[config.mk]
export PLATFORM = sky130hd
export DESIGN_NAME = mc_controller
export DESIGN_NICKNAME = d
export VERILOG_FILES = /design/src/rtl/mc_controller.sv
export SDC_FILE = /design/constraint.sdc
export NUM_CORES = 1
export LEC_CHECK = 0
export ABC_AREA = 1
export ABC_CLOCK_PERIOD_IN_PS = 1850
export BUFFER_PORTS_ARGS = -buffer_cell sky130_fd_sc_hd__buf_2
export CAP_MARGIN = 20
export CORE_ASPECT_RATIO = 0.7
export CORE_MARGIN = 2
export CORE_UTILIZATION = 40
export DETAILED_ROUTE_END_ITERATION = 12
export SLEW_MARGIN = 10
export SYNTH_ARGS = -nofsm -noshare
export SYNTH_HDL_FRONTEND = slang
export SYNTH_SLANG_ARGS = --single-unit
export TNS_END_PERCENT = 10
[constraint.sdc]
create_clock -name clk -period 1.85 [get_ports clk]
set_input_delay 0.2775 -clock clk [delete_from_list [all_inputs] [get_ports clk]]
set_output_delay 0.2775 -clock clk [all_outputs]
set_load 0.005 [all_outputs]
[src/rtl/mc_controller.sv]
// Multicycle MIPS sequencing FSM: walks the shared-memory datapath one step per
// state, stalls on memory wait states, traps on illegal opcodes, counts retirements.
module mc_controller #(
  parameter int CNT_W = 32
) (
  input  logic             clk,
  input  logic             rst,
  input  logic [5:0]       op_i,
  input  logic [5:0]       funct_i,
  input  logic             zero_i,
  input  logic             a_lez_i,
  input  logic             mem_ready_i,
  output logic             mem_req,
  output logic             mem_write,
  output logic             iord,
  output logic             ir_write,
  output logic             pc_en,
  output logic [1:0]       pc_src,
  output logic             reg_write,
  output logic [1:0]       reg_dst,
  output logic [1:0]       mem_to_reg,
  output logic             alu_srca,
  output logic [1:0]       alu_srcb,
  output logic [1:0]       ext_op,
  output logic [3:0]       alu_op,
  output logic             illegal,
  output logic [3:0]       state_o,
  output logic [CNT_W-1:0] instr_cnt
);

  typedef enum logic [3:0] {
    S_FETCH  = 4'd0,  S_DECODE = 4'd1,  S_MEMADR = 4'd2,  S_MEMRD = 4'd3,
    S_MEMWB  = 4'd4,  S_MEMWR  = 4'd5,  S_REX    = 4'd6,  S_AWB   = 4'd7,
    S_BRANCH = 4'd8,  S_IEX    = 4'd9,  S_JUMP   = 4'd10, S_JAL   = 4'd11,
    S_JR     = 4'd12, S_LUI    = 4'd13, S_TRAP   = 4'd15
  } state_t;

  localparam logic [3:0] ALU_AND = 4'b0000, ALU_OR  = 4'b0001, ALU_ADD = 4'b0010,
                         ALU_XOR = 4'b0011, ALU_SUB = 4'b0110, ALU_SLT = 4'b0111,
                         ALU_NOR = 4'b1100;

  state_t           state_q, state_d;
  logic             dst_q, dst_d;
  logic [CNT_W-1:0] cnt_q;
  logic             r_legal;
  logic [3:0]       alu_r, alu_i;

  always_comb begin
    r_legal = 1'b1;
    alu_r   = ALU_ADD;
    case (funct_i)
      6'b100000, 6'b100001: alu_r = ALU_ADD;
      6'b100010, 6'b100011: alu_r = ALU_SUB;
      6'b100100:            alu_r = ALU_AND;
      6'b100101:            alu_r = ALU_OR;
      6'b100110:            alu_r = ALU_XOR;
      6'b100111:            alu_r = ALU_NOR;
      6'b101010:            alu_r = ALU_SLT;
      default:              r_legal = 1'b0;
    endcase
  end

  always_comb begin
    alu_i = ALU_ADD;
    case (op_i)
      6'b001010: alu_i = ALU_SLT;
      6'b001100: alu_i = ALU_AND;
      6'b001101: alu_i = ALU_OR;
      6'b001110: alu_i = ALU_XOR;
      default:   alu_i = ALU_ADD;
    endcase
  end

  always_comb begin
    state_d = state_q;
    dst_d   = dst_q;
    case (state_q)
      S_FETCH:  if (mem_ready_i) state_d = S_DECODE;
      S_DECODE: begin
        case (op_i)
          6'b000000: begin
            if (funct_i == 6'b001000) state_d = S_JR;
            else if (r_legal)         state_d = S_REX;
            else                      state_d = S_TRAP;
          end
          6'b100011, 6'b101011:                       state_d = S_MEMADR;
          6'b000100, 6'b000101, 6'b000110, 6'b000111: state_d = S_BRANCH;
          6'b001000, 6'b001001, 6'b001010,
          6'b001100, 6'b001101, 6'b001110:            state_d = S_IEX;
          6'b001111:                                  state_d = S_LUI;
          6'b000010:                                  state_d = S_JUMP;
          6'b000011:                                  state_d = S_JAL;
          default:                                    state_d = S_TRAP;
        endcase
      end
      S_MEMADR: state_d = (op_i == 6'b100011) ? S_MEMRD : S_MEMWR;
      S_MEMRD:  if (mem_ready_i) state_d = S_MEMWB;
      S_MEMWR:  if (mem_ready_i) state_d = S_FETCH;
      S_REX:    begin state_d = S_AWB; dst_d = 1'b1; end
      S_IEX:    begin state_d = S_AWB; dst_d = 1'b0; end
      S_TRAP:   state_d = S_TRAP;
      default:  state_d = S_FETCH;
    endcase
  end

  always_ff @(posedge clk or posedge rst) begin
    if (rst) begin
      state_q <= S_FETCH;
      dst_q   <= 1'b0;
      cnt_q   <= '0;
    end else begin
      state_q <= state_d;
      dst_q   <= dst_d;
      if (state_d == S_FETCH && state_q != S_FETCH) cnt_q <= cnt_q + CNT_W'(1);
    end
  end

  logic mem_req_c, mem_write_c, ir_write_c, pc_en_c, reg_write_c;

  always_comb begin
    mem_req_c   = 1'b0;
    mem_write_c = 1'b0;
    ir_write_c  = 1'b0;
    pc_en_c     = 1'b0;
    reg_write_c = 1'b0;
    iord        = 1'b0;
    pc_src      = 2'd0;
    reg_dst     = 2'd0;
    mem_to_reg  = 2'd0;
    alu_srca    = 1'b0;
    alu_srcb    = 2'd0;
    ext_op      = 2'd0;
    alu_op      = ALU_AND;
    case (state_q)
      S_FETCH: begin
        mem_req_c  = 1'b1;
        alu_srcb   = 2'd1;
        alu_op     = ALU_ADD;
        ir_write_c = mem_ready_i;
        pc_en_c    = mem_ready_i;
      end
      S_DECODE: begin
        alu_srcb = 2'd3;
        alu_op   = ALU_ADD;
      end
      S_MEMADR: begin
        alu_srca = 1'b1;
        alu_srcb = 2'd2;
        alu_op   = ALU_ADD;
      end
      S_MEMRD: begin
        mem_req_c = 1'b1;
        iord      = 1'b1;
      end
      S_MEMWB: begin
        reg_write_c = 1'b1;
        mem_to_reg  = 2'd1;
      end
      S_MEMWR: begin
        mem_req_c   = 1'b1;
        mem_write_c = 1'b1;
        iord        = 1'b1;
      end
      S_REX: begin
        alu_srca = 1'b1;
        alu_op   = alu_r;
      end
      S_AWB: begin
        reg_write_c = 1'b1;
        reg_dst     = {1'b0, dst_q};
      end
      S_BRANCH: begin
        alu_srca = 1'b1;
        alu_op   = ALU_SUB;
        pc_src   = 2'd1;
        pc_en_c  = ((op_i == 6'b000100) &  zero_i)  | ((op_i == 6'b000101) & ~zero_i) |
                   ((op_i == 6'b000110) &  a_lez_i) | ((op_i == 6'b000111) & ~a_lez_i);
      end
      S_IEX: begin
        alu_srca = 1'b1;
        alu_srcb = 2'd2;
        alu_op   = alu_i;
        ext_op   = (op_i[5:2] == 4'b0011) ? 2'd1 : 2'd0;
      end
      S_JUMP: begin
        pc_en_c = 1'b1;
        pc_src  = 2'd2;
      end
      S_JAL: begin
        pc_en_c     = 1'b1;
        pc_src      = 2'd2;
        reg_write_c = 1'b1;
        reg_dst     = 2'd2;
        mem_to_reg  = 2'd2;
      end
      S_JR: begin
        pc_en_c = 1'b1;
        pc_src  = 2'd3;
      end
      S_LUI: begin
        reg_write_c = 1'b1;
        mem_to_reg  = 2'd3;
        ext_op      = 2'd2;
      end
      default: ;
    endcase
  end

  // Strobes drop combinationally with rst so an in-flight access dies immediately.
  assign mem_req   = mem_req_c   & ~rst;
  assign mem_write = mem_write_c & ~rst;
  assign ir_write  = ir_write_c  & ~rst;
  assign pc_en     = pc_en_c     & ~rst;
  assign reg_write = reg_write_c & ~rst;

  assign illegal   = (state_q == S_TRAP);
  assign state_o   = state_q;
  assign instr_cnt = cnt_q;

endmodule

==> impl_metrics.tcl, run 1 <==
set metrics [dict create \
    place_congestion 0.972 \
    final_area_sq_mm 0.00418 \
    violations "setup timing" \
    fill_cells 714 \
    combPwrFrac 0.080 \
    fin_crit_sh 1.03 \
    fin_crit_ps 1900 \
    synth_xor_area_frac 0.0883 \
    ys_types 31 \
    die_x_um 107 \
    synth_fa_ha_area_frac 0.00421 \
    clock_latency_ps 300 \
    routed_wl_um 9810 \
    drive_gt1_frac 0.327 \
    place_hpwl_um 7620 \
    hold_buffers 0 \
    route.vias.total 3459 \
    worstSetupStartpointType "flop" \
    avgRoutedWirePerCell_um 14.2 \
    via_per_inst 5.02 \
    grt_usage 0.242 \
    fin_cells 689 \
    synth_compound_area_frac 0.0438 \
    seq_area_frac_synth 0.311 \
    port-buffer-count 74 \
    crit_required_ps 2040 \
    ys_seq_elements 37 \
    path_max_fanout 10 \
    p_leak_nw 2.27 \
    synth-simple-area-share 0.464 \
    clock-sinks 37 \
    core_region_area_sq_mm 0.00725 \
    initial_utilization 0.410 \
    netlist_instances 459 \
    cts_buffers 5 \
    endpoint_kind "flop" \
    grt_pass1_wl_um 16000 \
    grt_max_degree 38 \
    row_count 26 \
    p_switching_w 0.000387 \
    finalNetCount 608 \
    antenna_found_initial 0 \
    rsz0062_at_grt "yes" \
    die_area_sq_mm 0.00815 \
    post-place-ws_ps -121 \
    critPathKind "reg -> reg" \
    grt_pass1_vias 3201 \
    p_total_w 0.00150 \
    seq_area_sq_um 928 \
    cp.arrival_ps 2090 \
    relSlewSlack 0.673 \
    postSynthAreaPerCell_sq_um 6.48 \
    pin_count 75 \
    clockBufferDepth 2 \
    ir_worst_vdd_uv 234 \
    fmax_ghz 0.526 \
    multiInputGateArea_sq_mm 0.00194 \
    clockRootBuffer "clkbuf_8" \
    power.share.sequential 0.539 \
    drtIter0Drc 244 \
    drt_pass1_iterations 5 \
    dp_cells 670 \
    die-height_um 76.1 \
    switching_share 0.258 \
    holdWs_ps 175 \
    antennaDiodeCount 0 \
    slew_viol_final 0 \
    internal-power_w 0.00111 \
    synth_fp_nets 477 \
    drc 0 \
    cts.htree.levels 2 \
    hold_class "in -> async" \
    cts_tree "done" \
    synth_top_family_by_area "simple AND/OR/NAND/NOR gates" \
    clockPowerShare 0.381 \
    worst_slack_ps -50.4 \
    dpl_cell_area_sq_mm 0.00380 \
    max_slew.worst_pin.slew_ps 478 \
    areaGrowthSynthToFinish_pct 40.4 \
    max-cap-violations 0 \
    yosys_warnings 0 \
    synth.area.mux_share 0 \
    hold_viol_final 0 \
    p_per_area_mw_per_mm2 359 \
    syn-cell-area_sq_mm 0.00297 \
    path_clk_slew_ps 80 \
    outcome "finished, violations left" \
    grt_overflow 0 \
    fin_skew_ps 8.42 \
    ant_nets 0 \
    rr_worst_depth 13 \
    finalSetupViolCount 36 \
]
[power groups by stage]
| stage | clock, W | combinational, W | sequential, W |
|---|---|---|---|
| floorplan | 0 | 0.0000536 | 0.000824 |
| global placement | 0 | 0.000112 | 0.000824 |
| detailed placement | 0 | 0.000115 | 0.000824 |
| CTS | 0.000577 | 0.000117 | 0.000808 |
| global route | 0.000627 | 0.000136 | 0.000808 |
| finish | 0.000571 | 0.000120 | 0.000808 |
[timing repair]
item                                    4_1_cts  5_1_grt
cloned                                        0        2
setup buffers                                 5        4
endpoints found under the setup margin       35       41
resized for setup                            19       31
pin swaps                                     4        3
endpoints found under the hold margin         0        0
[placed cells by master (no fill, tap or decap), types with 5 or more instances in the layout]
master / instances
xnor2_1: 10
nand2_2: 18
nor2_2: 7
nand3_1: 59
dfrtp_1: 35
xor2_1: 20
nor2_4: 7
nand2_1: 134
buf_4: 50
nand4_1: 7
inv_1: 46
o21ai_0: 10
clkbuf_8: 5
nor2_1: 45
buf_2: 74
nor3_1: 17
[worst max-delay path, stage by stage (launching register included)]
cell and delay [ps]:
dfrtp_2 460, inv_4 70, nand2_4 90, nor2_4 50, buf_6 130, nor2_4 80
nand4_1 100, a21oi_2 130, nand2_2 110, nor2_8 190, nand2_8 100, clkbuf_16 180
nand2_1 60, nand2_1 50
[routing by layer]
metal	GRT usage	up-vias	wire length (um)
met5	0	-	0
met4	0.0312	0	31
met3	0.0479	5	774
met2	0.332	112	3890
met1	0.395	1598	5120
li1	-	1744	-
[cells in the mapped netlist]
| cell | count | area, sq um |
|---|---|---|
| nand2_2 | 3 | 18.8 |
| a21oi_1 | 4 | 20.0 |
| inv_1 | 47 | 176 |
| dfrtp_1 | 37 | 926 |
| nand3b_1 | 1 | 7.51 |
| xnor2_1 | 10 | 87.6 |
| a31oi_1 | 3 | 18.8 |
| nor3_1 | 20 | 100 |
| ha_1 | 1 | 12.5 |
| o22ai_1 | 2 | 12.5 |
| nor2_8 | 1 | 20.0 |
| inv_2 | 1 | 3.75 |
| buf_2 | 1 | 5.00 |
| and2_1 | 1 | 6.26 |
| nor3b_1 | 2 | 15.0 |
| buf_4 | 6 | 45.0 |
| nor2_2 | 5 | 31.3 |
| a211oi_1 | 1 | 7.51 |
| nor4_1 | 2 | 12.5 |
| buf_6 | 3 | 33.8 |
| a2111oi_0 | 1 | 8.76 |
| o21ai_0 | 11 | 55.1 |
| nor2_4 | 3 | 33.8 |
| nand2_4 | 1 | 11.3 |
| nand2_1 | 151 | 567 |
| nand4_1 | 7 | 43.8 |
| nand3_2 | 2 | 20.0 |
| o31ai_1 | 1 | 7.51 |
| nand3_1 | 60 | 300 |
| nor2_1 | 51 | 191 |
| xor2_1 | 20 | 175 |
[metrics by stage]
| stage | util | TNS [ps] |
|---|---|---|
| after floorplan | - | 0 |
| after global placement | 0.524 | -1720 |
| after detailed placement | 0.524 | -2910 |
| after CTS | 0.550 | -16.4 |
| after global routing | 0.576 | -4870 |
| final | 0.576 | -998 |
[kinds of logic (layout without fill, tap and decap cells)]
| kind of cell | count (synthesis) | after routing |
|---|---|---|
| xor gates and xnor gates | 30 | 30 |
| DFF | 37 | 37 |
| and+or+nand+nor | 310 | 310 |
| adders and majority gates | 1 | 1 |
| buffers and inverters | 58 | 190 |
| AOI/OAI and AO/OA | 23 | 23 |
[final cells by class]
class,instances,area share
inverter,48,0.0437
timing repair buffer,134,0.220
clock inverter,2,0.00240
sequential,37,0.222
tap,98,0.0294
multi-input combinational,364,0.464
clock buffer,6,0.0174
[state kept, by name (all words and copies together) (netlist names)]
| name | cells |
|---|---|
| instr_cnt | 32 |
| state_o | 4 |
| dst_q | 1 |
[worst paths after layout]
path / slack [ps] / to / startpoint
worst min-delay path: 180 / state_o[1] / rst
worst min register to register: 530 / instr_cnt[31] / instr_cnt[31]
max in group asynchronous: 1310 / state_o[0] / rst
worst max register to register: -50 / instr_cnt[13] / state_o[1]
worst max-delay path: -50 / instr_cnt[13] / state_o[1]
min in group clk: 470 / state_o[1] / mem_ready_i
No activity file was read; power rests on OpenSTA's default activity.
==> run 2, diff against run 1 <==
--- a/config.mk
+++ b/config.mk
@@ -6,13 +6,14 @@
 export NUM_CORES = 1
 export LEC_CHECK = 0
 export ABC_AREA = 1
-export ABC_CLOCK_PERIOD_IN_PS = 1850
+export ABC_CLOCK_PERIOD_IN_PS = 1700
 export BUFFER_PORTS_ARGS = -buffer_cell sky130_fd_sc_hd__buf_2
 export CAP_MARGIN = 20
 export CORE_ASPECT_RATIO = 0.7
 export CORE_MARGIN = 2
 export CORE_UTILIZATION = 40
 export DETAILED_ROUTE_END_ITERATION = 12
+export PLACE_DENSITY = 0.65
 export SLEW_MARGIN = 10
 export SYNTH_ARGS = -nofsm -noshare
 export SYNTH_HDL_FRONTEND = slang
==> constraint.sdc (replaced) <==
create_clock -name clk -period 1.7 [get_ports clk]
set_input_delay 0.255 -clock clk [delete_from_list [all_inputs] [get_ports clk]]
set_output_delay 0.255 -clock clk [all_outputs]
set_load 0.005 [all_outputs]
==> run 2 against run 1 <==
Against the previous run: the run still ends with setup timing left; core utilization is 1.8 points higher; first-iteration DRC count down 11%; global-route usage grew 0.78 points; critical path depth down 4; total power grew 14%; largest cell class unchanged.
==> impl_metrics.tcl, run 2 (synthesis gave the netlist of run 1 again) <==
set metrics [dict create \
    drtIter0Drc 218 \
    via_per_inst 5.02 \
    drc 0 \
    place_hpwl_um 7630 \
    largest_reg_flops 32 \
    slew_viol_final 0 \
    cts_tree "done" \
    drt_pass1_iterations 5 \
    max_slew.worst_pin.slew_ps 548 \
    crit_required_ps 1440 \
    p_leak_nw 2.40 \
    row_count 26 \
    final_cell_mix "147 x nand2_1, 78 x buf_4, 74 x buf_2" \
    crit_path_top_delay_cell "dfrtp_2" \
    antenna_found_initial 0 \
    finalSetupViolCount 42 \
    clockBufferDepth 2 \
    worst_slack_ps -161 \
    path_clk_slew_ps 70 \
    ir_worst_vdd_uv 304 \
    outcome "finished, violations left" \
    finalNetCount 633 \
    relSlewSlack 0.631 \
    avgRoutedWirePerCell_um 13.8 \
    core_region_area_sq_mm 0.00725 \
    cts.htree.levels 2 \
    die_area_sq_mm 0.00815 \
    rsz0062_at_grt "yes" \
    grt_pass1_vias 3331 \
    internal-power_w 0.00130 \
    hold_viol_final 0 \
    pin_count 75 \
    fmax_ghz 0.537 \
    switching_share 0.240 \
    combPwrFrac 0.083 \
    clockRootBuffer "clkbuf_8" \
    power.share.sequential 0.513 \
    fin_crit_sh 1.09 \
    post-place-ws_ps -158 \
    violations "setup timing" \
    max-cap-violations 0 \
    path_cells "inv_2 -> nand2_4 -> nor2_4 -> buf_6 -> inv_4 -> nor3_4 -> a211oi_2 -> nand3_1 -> buf_2" \
    final_common_cell "nand2_1" \
    grt_usage 0.250 \
    grt_pass1_wl_um 16500 \
    p_per_area_mw_per_mm2 398 \
    routed_wl_um 9820 \
    path_max_fanout 5 \
    hold_buffers 0 \
    clockPowerShare 0.405 \
    grt_overflow 0 \
    port-buffer-count 74 \
    fin_crit_ps 1860 \
    clock-sinks 37 \
    clock_latency_ps 290 \
    drive_gt1_frac 0.339 \
    hold_class "in -> async" \
    fin_skew_ps 6.84 \
    cp.arrival_ps 1610 \
    die_x_um 107 \
    fill_cells 697 \
    grt_max_degree 38 \
    holdWs_ps 143 \
    max_stage_delay_ps 450 \
    initial_utilization 0.410 \
    route.vias.total 3585 \
    cts_buffers 5 \
    p_switching_w 0.000412 \
    critPathKind "reg -> out" \
    antennaDiodeCount 0 \
    areaGrowthSynthToFinish_pct 44.7 \
    die-height_um 76.1 \
    worstSetupStartpointType "flop" \
    endpoint_kind "output port" \
    place_congestion 0.952 \
    ant_nets 0 \
]
[run 2: cell types whose count changed in the layout (fill, tap and decap cells not counted), moves of 2 or more]
| cell | previous run | this run |
|---|---|---|
| clkbuf_16 | 2 | 0 |
| nand2_1 | 134 | 147 |
| nor2_2 | 7 | 9 |
| inv_1 | 46 | 43 |
| buf_12 | 4 | 6 |
| nor3_2 | 3 | 1 |
| clkbuf_8 | 5 | 7 |
| buf_6 | 4 | 1 |
| buf_4 | 50 | 78 |
| nand2_2 | 18 | 5 |
| inv_2 | 1 | 4 |
[run 2: final cells by class]
cell class	instances	area [sq um]	area share
Multi-Input combinational cell	364	1880	0.437
Timing Repair Buffer	159	1090	0.253
Sequential cell	37	930	0.216
Inverter	48	183	0.0424
Tap cell	98	123	0.0285
Clock buffer	7	96.3	0.0224
Clock inverter	1	5.00	0.00116
[run 2: worst max-delay path, delay by kind of cell (launching register included)]
kind	cells	cell delay, ps
flip-flops	1	450
AO/OA/AOI/OAI	1	50
AND/OR/NAND/NOR	4	430
buffers and inverters	4	370
[run 2: final timing paths]
check | slack [ps] | cells after the start | end | from
worst min register to register | 520 | 2 | instr_cnt[28] | instr_cnt[28]
worst max register to register | -120 | 12 | instr_cnt[25] | state_o[1]
worst min-delay path | 140 | 3 | instr_cnt[2] | rst
worst max-delay path | -160 | 9 | alu_op[1] | state_o[1]
max in group asynchronous | 1180 | 3 | state_o[3] | rst
min in group clk | 520 | 2 | instr_cnt[28] | instr_cnt[28]
[run 2: per-layer routing]
layer  part of all wire  track usage
met2               0.41        0.357
met5                  0            0
met3              0.074       0.0419
met4             0.0044       0.0390
met1               0.52        0.398
[run 2: what timing repair did]
item | 4_1_cts | 5_1_grt
hold endpoints to repair | 0 | 0
setup endpoints to repair | 43 | 49
setup buffers | 5 | 3
resized for setup | 22 | 13
pin swaps | 2 | 3
[run 2: stage by stage]
| stage | total power (W) | setup TNS [ps] | area, sq um | utilization | cells |
|---|---|---|---|---|---|
| floorplan | 0.000955 | 0 | 2980 | - | 459 |
| global placement | 0.00103 | -4260 | 4040 | 0.557 | 698 |
| CTS | 0.00173 | -5360 | 4250 | 0.586 | 711 |
| global route | 0.00179 | -9200 | 4300 | 0.593 | 714 |
| detailed placement | 0.00104 | -4810 | 4040 | 0.557 | 698 |
| finish | 0.00171 | -4090 | 4300 | 0.593 | 714 |
[run 2: power groups by stage]
stage | clock network [W] | registers, W | logic (W)
2_1_floorplan | 0 | 0.000897 | 0.0000583
3_3_place_gp | 0 | 0.000897 | 0.000135
3_5_place_dp | 0 | 0.000897 | 0.000139
4_1_cts | 0.000707 | 0.000879 | 0.000141
5_1_grt | 0.000752 | 0.000879 | 0.000158
6_report | 0.000694 | 0.000879 | 0.000141
==> run 3, diff against run 2 <==
--- a/config.mk
+++ b/config.mk
@@ -14,6 +14,7 @@
 export CORE_UTILIZATION = 40
 export DETAILED_ROUTE_END_ITERATION = 12
 export PLACE_DENSITY = 0.65
+export SKIP_LAST_GASP = 1
 export SLEW_MARGIN = 10
 export SYNTH_ARGS = -nofsm -noshare
 export SYNTH_HDL_FRONTEND = slang
==> run 3 against run 2 <==
Against the previous run: clock skew barely moved; non-clock buffer count fell by 1; total power rose by 0.12%; die area stayed put; core utilization down 0.36 points; clock-buffer cell count unchanged; setup slack got worse by 13 ps; largest power group unchanged; the flow still finishes with violations (setup timing); sequential share of layout area rose by 0.13 points.
==> impl_metrics.tcl, run 3 (synthesis gave the netlist of run 1 again) <==
set metrics [dict create \
    max_stage_delay_ps 460 \
    path_clk_slew_ps 70 \
    max-cap-violations 0 \
    port-buffer-count 74 \
    avgRoutedWirePerCell_um 13.7 \
    violations "setup timing" \
    final_area_sq_mm 0.00428 \
    busiest_layer "met1" \
    clockRootBuffer "clkbuf_8" \
    antennaDiodeCount 0 \
    grt_pass1_wl_um 16400 \
    met3_usage 0.0445 \
    clockBufferDepth 2 \
    place_hpwl_um 7630 \
    finalSetupViolCount 43 \
    row_count 26 \
    cts.htree.levels 2 \
    p_per_area_mw_per_mm2 401 \
    dpl_cell_area_sq_mm 0.00404 \
    use_met1 0.397 \
    initial_utilization 0.410 \
    worstSetupStartpointType "flop" \
    drc 0 \
    rr_worst_depth 12 \
    reg2reg_to "instr_cnt[20]" \
    largest_reg_flops 32 \
    crit_start "state_o[0]" \
    place_congestion 0.952 \
    routed_wl_um 9760 \
    r2r-start "state_o[2]" \
    path_cells "nor2_2 -> inv_1 -> buf_4 -> nor2_4 -> a31oi_1 -> a21oi_1 -> buf_2" \
    endpoint_kind "output port" \
    crit_buf_inv 3 \
    core_region_area_sq_mm 0.00725 \
    route.vias.total 3597 \
    antenna_found_initial 0 \
    outcome "finished, violations left" \
    grt.met2_usage 0.355 \
    die_x_um 107 \
    fmax_ghz 0.534 \
    cts_buffers 5 \
    grt_max_degree 38 \
    die_area_sq_mm 0.00815 \
    worst_slack_ps -174 \
    cts_tree "done" \
    final_common_cell "nand2_1" \
    clock-sinks 37 \
    hold_buffers 0 \
    die-height_um 76.1 \
    slew_viol_final 0 \
    cp.arrival_ps 1620 \
    drive_gt1_frac 0.330 \
    clock_latency_ps 290 \
    p_leak_nw 2.39 \
    fin_skew_ps 6.74 \
    post-place-ws_ps -158 \
    drtIter0Drc 257 \
    hold_class "in -> async" \
    critical-path-top-delay-family "flip-flops" \
    finalNetCount 632 \
    relSlewSlack 0.641 \
    areaGrowthSynthToFinish_pct 43.8 \
    via_per_inst 5.04 \
    ant_nets 0 \
    drt_pass1_iterations 5 \
    crit_required_ps 1440 \
    max_slew.worst_pin.slew_ps 533 \
    final_cell_mix "147 x nand2_1, 77 x buf_4, 74 x buf_2" \
    grt_overflow 0 \
    hold_viol_final 0 \
    pin_count 75 \
    grt_pass1_vias 3320 \
    ir_worst_vdd_uv 304 \
    grt_usage 0.250 \
    rrSetupSlack_ps -130 \
    cp_num_cells 7 \
    rsz0062_at_grt "yes" \
    fin_crit_sh 1.10 \
    fin_crit_ps 1870 \
    endpoint "pc_en" \
    path_max_fanout 5 \
    critPathKind "reg -> out" \
    crit_path_top_delay_cell "dfrtp_2" \
]
## run 3: metrics by stage
step | TNS (ps) | total power (W) | instances | util | hold WS [ps]
after global placement | -4260 | 0.00103 | 698 | 0.557 | 475
after CTS | -6400 | 0.00173 | 711 | 0.584 | 165
after detailed placement | -4810 | 0.00104 | 698 | 0.557 | 478
final | -4600 | 0.00172 | 713 | 0.590 | 141
after floorplan | 0 | 0.000955 | 459 | - | 441
after global routing | -10010 | 0.00179 | 713 | 0.590 | 205
## run 3: area by class of cell
cell class	instances	area, sq um
clock buffer	7	96.3
clock inverter	1	5.00
tap	98	123
sequential	37	930
timing repair buffer	158	1080
fill	703	2980
multi-input combinational	364	1860
inverter	48	185
## run 3: worst register-to-register path, cell delays in order, from the launching register on
cell and delay [ps]:
dfrtp_1 420, inv_2 80, nand2_2 120, inv_1 60
nand2_1 140, nand3_1 100, nor2_1 130, nand2_2 110
nor2_8 180, nand2_4 100, buf_12 160, nand2_1 70
nand2_1 50
## run 3: worst min path at each step
stage / from / to / slack [ps] / cells after the start
floorplan: rst / dst_q / 440 / 1
global placement: rst / instr_cnt[1] / 480 / 3
detailed placement: rst / state_o[0] / 480 / 3
CTS: rst / instr_cnt[21] / 170 / 3
global route: rst / dst_q / 200 / 3
finish: rst / instr_cnt[2] / 140 / 3
## run 3: power breakdown
| part | total [W] | internal, W | switching, W | leakage (nW) |
|---|---|---|---|---|
| clock | 0.000696 | 0.000367 | 0.000329 | 0.0542 |
| sequential | 0.000879 | 0.000879 | 0 | 0.495 |
| combinational | 0.000141 | 0.0000568 | 0.0000844 | 1.84 |
| total | 0.00172 | 0.00130 | 0.000414 | 2.39 |
## run 3: per-layer routing
metal | up-vias | part of all wire
met5 | - | 0
met4 | 0 | 0.0045
met3 | 6 | 0.070
met2 | 136 | 0.40
met1 | 1663 | 0.52
li1 | 1792 | -
## run 3: what timing repair did
action / in CTS / in global routing
setup endpoints to repair: 43 / 49
buffers inserted: 5 / 2
endpoints found under the hold margin: 0 / 0
resized for setup: 16 / 13
pin swaps: 2 / 3
